**config.mk**
```make
export PLATFORM = sky130hd
export DESIGN_NAME = gray_counter
export DESIGN_NICKNAME = d
export VERILOG_FILES = /design/src/rtl/gray_counter.sv
export SDC_FILE = /design/constraint.sdc
export NUM_CORES = 1
export LEC_CHECK = 0
export CORE_MARGIN = 2
export CORE_UTILIZATION = 40
export CTS_CLUSTER_DIAMETER = 30
export DETAILED_ROUTE_END_ITERATION = 12
export PLACE_DENSITY = 0.75
export SYNTH_ARGS = -nofsm -noshare
export SYNTH_HDL_FRONTEND = slang
export SYNTH_SLANG_ARGS = --single-unit
```
**constraint.sdc**
```tcl
create_clock -name clk -period 5 [get_ports clk]
set_input_delay 1.25 -clock clk [delete_from_list [all_inputs] [get_ports clk]]
set_output_delay 1.25 -clock clk [all_outputs]
set_load 0.01 [all_outputs]
```
**src/rtl/gray_counter.sv**
```systemverilog
// gray_counter: synchronous up/down counter with registered binary and Gray outputs.
// Supports enable, direction, parallel load, wrap or saturate at the limits, and a
// registered terminal-count flag. Defining GRAY_CNT_CHECK_EN adds the err output and a
// sticky Gray single-step checker.
module gray_counter #(
  parameter int unsigned N        = 4,
  parameter bit          SATURATE = 1'b0,
  parameter int unsigned RST_VAL  = 0
) (
  input  logic         clk,
  input  logic         rst,
  input  logic         en,
  input  logic         up_dn,
  input  logic         load,
  input  logic [N-1:0] load_val,
  output logic [N-1:0] bin_out,
  output logic [N-1:0] gray_out,
  output logic         tc
`ifdef GRAY_CNT_CHECK_EN
  ,
  output logic         err
`endif
);

  localparam logic [N-1:0] ONE     = N'(1);
  localparam logic [N-1:0] RST_BIN = N'(RST_VAL);

  function automatic logic [N-1:0] to_gray(input logic [N-1:0] b);
    return b ^ (b >> 1);
  endfunction

  logic [N-1:0] bin_next;
  logic         tc_next;
  logic         at_limit;

  // Next count and terminal-count for an enabled step in the current direction
  always_comb begin
    bin_next = bin_out;
    tc_next  = 1'b0;
    at_limit = up_dn ? (&bin_out) : ~(|bin_out);
    if (SATURATE && at_limit) begin
      bin_next = bin_out;
      tc_next  = 1'b1;
    end else begin
      bin_next = up_dn ? (bin_out + ONE) : (bin_out - ONE);
      tc_next  = at_limit;
    end
  end

  // Counter registers: rst > load > en, otherwise everything holds
  always_ff @(posedge clk) begin
    if (rst) begin
      bin_out  <= RST_BIN;
      gray_out <= to_gray(RST_BIN);
      tc       <= 1'b0;
    end else if (load) begin
      bin_out  <= load_val;
      gray_out <= to_gray(load_val);
      tc       <= 1'b0;
    end else if (en) begin
      bin_out  <= bin_next;
      gray_out <= to_gray(bin_next);
      tc       <= tc_next;
    end
  end

`ifdef GRAY_CNT_CHECK_EN
  logic [N-1:0] prev_gray;
  logic         prev_clean;
  logic [N-1:0] gray_diff;
  logic         multi_flip;

  // More than one set bit in the XOR of consecutive Gray values is a step violation
  always_comb begin
    gray_diff  = gray_out ^ prev_gray;
    multi_flip = |(gray_diff & (gray_diff - ONE));
  end

  // prev_clean marks whether the edge that produced gray_out had no load or rst
  always_ff @(posedge clk) begin
    if (rst) begin
      prev_gray  <= to_gray(RST_BIN);
      prev_clean <= 1'b0;
      err        <= 1'b0;
    end else begin
      prev_gray  <= gray_out;
      prev_clean <= ~load;
      if (prev_clean && multi_flip) begin
        err <= 1'b1;
      end
    end
  end
`endif

endmodule

```
==> flow_summary.ini <==
[power]
peakVddDrop_v = 0.000156
powerDensity_mw_per_mm2 = 268
leakage_nw = 0.298

[clocking]
cts_max_path_buffers = 2
cts_root_buf = clkbuf_4
cts_sinks = 8
cts_tree = done
ctsResizeCount = 0
cts_hold_buf = 0
cts_inserted_buffers = 3
cts.clk_slew.worst_paths_ns = 0.06
cts_max_level = 1
insertion_delay_ns = 0.26
post-cts-setup-buffers = 0

[synthesis]
synth_top_area_share_pct = 28.7
synth_xor_area_share_pct = 17.9
avgSynthCellArea_um2 = 8.72
synth-main-ff-cell = dfxtp_1
ys_seq_area_share_pct = 28.7
synth_top_family_by_area = simple AND/OR/NAND/NOR gates
synth-edff-count = 0
netlist_instances = 64
netlist_top_cells_area = dfxtp_1, a211oi_1, xnor2_1
synth_area_um2 = 558
yosys.area_share.simple_pct = 19.1
muxShareOfSynthArea_pct = 1.79
ys_async_sr_fraction_pct = 0
synth_fp_nets = 76
synthAdderAreaFrac_pct = 8.07
ys_ff_latch = 8
synth_cell_types = 29
yosys_warnings = 0
yosys.area.top_type = dfxtp_1
synth-compound-area-share_pct = 18.2

[critical_path]
cp_max_fo = 8
critPathMaxStageDelay_ns = 0.49
r2r_slack_ns = 3.10
worstPathRequired_ns = 5.15
end_kind = flop
rr_worst_depth = 5
path_cells = clkdlybuf4s50_1 -> inv_1 -> fa_1 -> xnor2_2 -> xor2_1 -> xnor3_1 -> o31a_1
critPathKind = primary input to flop
critPathLaunchType = primary input
critPathArrivalTime_ns = 3.23
cp_slowest_cell = fa_1

[final_layout]
layout.nets = 93
final_common_cell = clkdlybuf4s50_1
drive_above_1_share_pct = 8.86
final_cell_mix = clkdlybuf4s50_1, nor2_1, dfxtp_1
multi_input_area_um2 = 363
area_delta_synth_final_pct = 33.6
fill_cells = 127
fin_cells = 94
fin_util_pct = 57.3
seqCellArea_um2 = 160
num_antenna_cells = 0

[min_path]
whs_path_depth = 2
hold_class = flop to flop

[place]
routabilityCongestion = 0.808
io_buffers = 17
placedCellCount = 91
dp_hpwl_um = 871

[grt]
antenna_found_initial = 0
grt_start_max_net_pins = 18
grt_pass1_wl_um = 1970
grt_usage_pct = 18.5
grt-ovfl-total = 0
first_global_vias = 473

[timing]
setup_viol = 0
period_needed_ns = 3.08
timing.setup.tns_ns = 0
fmax_ghz = 0.325
rsz0062_at_grt = false
hold_viol_final = 0
worst_pin_slew_ns = 0.582
skew_ns = 0.00260
slew_headroom_pct = 61.1
slew_viol_final = 0
fin_crit_sh_pct = 61.5

[floorplan]
row_count = 13
die_h_um = 41.4
die-area_mm2 = 0.00171
core_area_mm2 = 0.00130
initial_core_util_pct = 42.9
die_w_um = 41.4
io_pins = 18

[route]
drt_pass1_iterations = 3
wl_um = 1200
route.met2.wl_um = 542
antenna_left = 0
wl_per_cell_um = 12.7
drt-met1-wl_um = 542
wl_met3_um = 93
num_vias = 513
top_layer_used = met4
route.detailed.drc = 0
vias_per_cell = 5.46
drtIter0Drc = 5

[status]
run_status = complete, no violations

[flow_run]
cap_viol_max_count = 0
-- cell usage after synthesis, types with 2 or more instances --
library cell / number
nand2_1: 2
a211oi_1: 6
clkbuf_1: 2
inv_1: 3
xor2_1: 2
nor2_1: 9
xnor2_1: 5
ha_1: 2
nor4_1: 2
dfxtp_1: 8
a21oi_1: 5
-- per-stage QoR --
stage | hold WS, ns | power, mW | area [µm²] | worst slack [ns]
after detailed placement | 0.498 | 0.149 | 723 | 1.64
final | 0.504 | 0.200 | 746 | 1.92
after global routing | 0.559 | 0.213 | 746 | 1.81
after global placement | 0.490 | 0.148 | 723 | 1.70
after CTS | 0.506 | 0.201 | 746 | 1.93
after floorplan | 0.519 | 0.124 | 558 | 2.22
-- worst max-delay path: cells and delay by family --
family,cells,cell delay [ns]
AOI/OAI and AO/OA,1,0.24
xor gates and xnor gates,3,0.67
adders and majority gates,1,0.49
buffers and inverters,2,0.58
-- power breakdown --
| part | switching (mW) | internal [mW] |
|---|---|---|
| Combinational | 0.0312 | 0.0403 |
| Sequential | 0.00653 | 0.0697 |
| Clock | 0.0243 | 0.0276 |
-- final timing paths --
kind | startpoint | end
setup / recovery | up_dn | gray_out[2]$_SDFFE_PP0P_
hold / removal | tc$_SDFFE_PP0P_ | tc$_SDFFE_PP0P_
setup reg to reg | bin_out[0]$_SDFFE_PP0P_ | gray_out[2]$_SDFFE_PP0P_
hold reg to reg | tc$_SDFFE_PP0P_ | tc$_SDFFE_PP0P_
-- cells by family after synthesis --
logic type,Yosys count
simple gates,20
xor+xnor,9
buf+inv,8
fa+ha+maj,3
flops,8
mux,1
compound gates,15
-- final cells by class --
class,instances,share of cell area [%]
well taps,15,2.52
flip-flops and latches,8,21.5
clock buffers,3,3.02
repair buffers,17,22.8
multi-input cells,48,48.7
inverters,3,1.51
-- routing by layer --
layer,global-route usage [%],vias to the layer above
met3,10.6,3
met2,28.9,17
met1,20.9,237
met5,0,-
met4,6.45,0
li1,-,256
-- state kept, by name, summed over array words and instances, names as in the netlist --
signal    cells
bin_out       4
gray_out      3
tc            1
No activity file was read; power rests on OpenSTA's default activity.
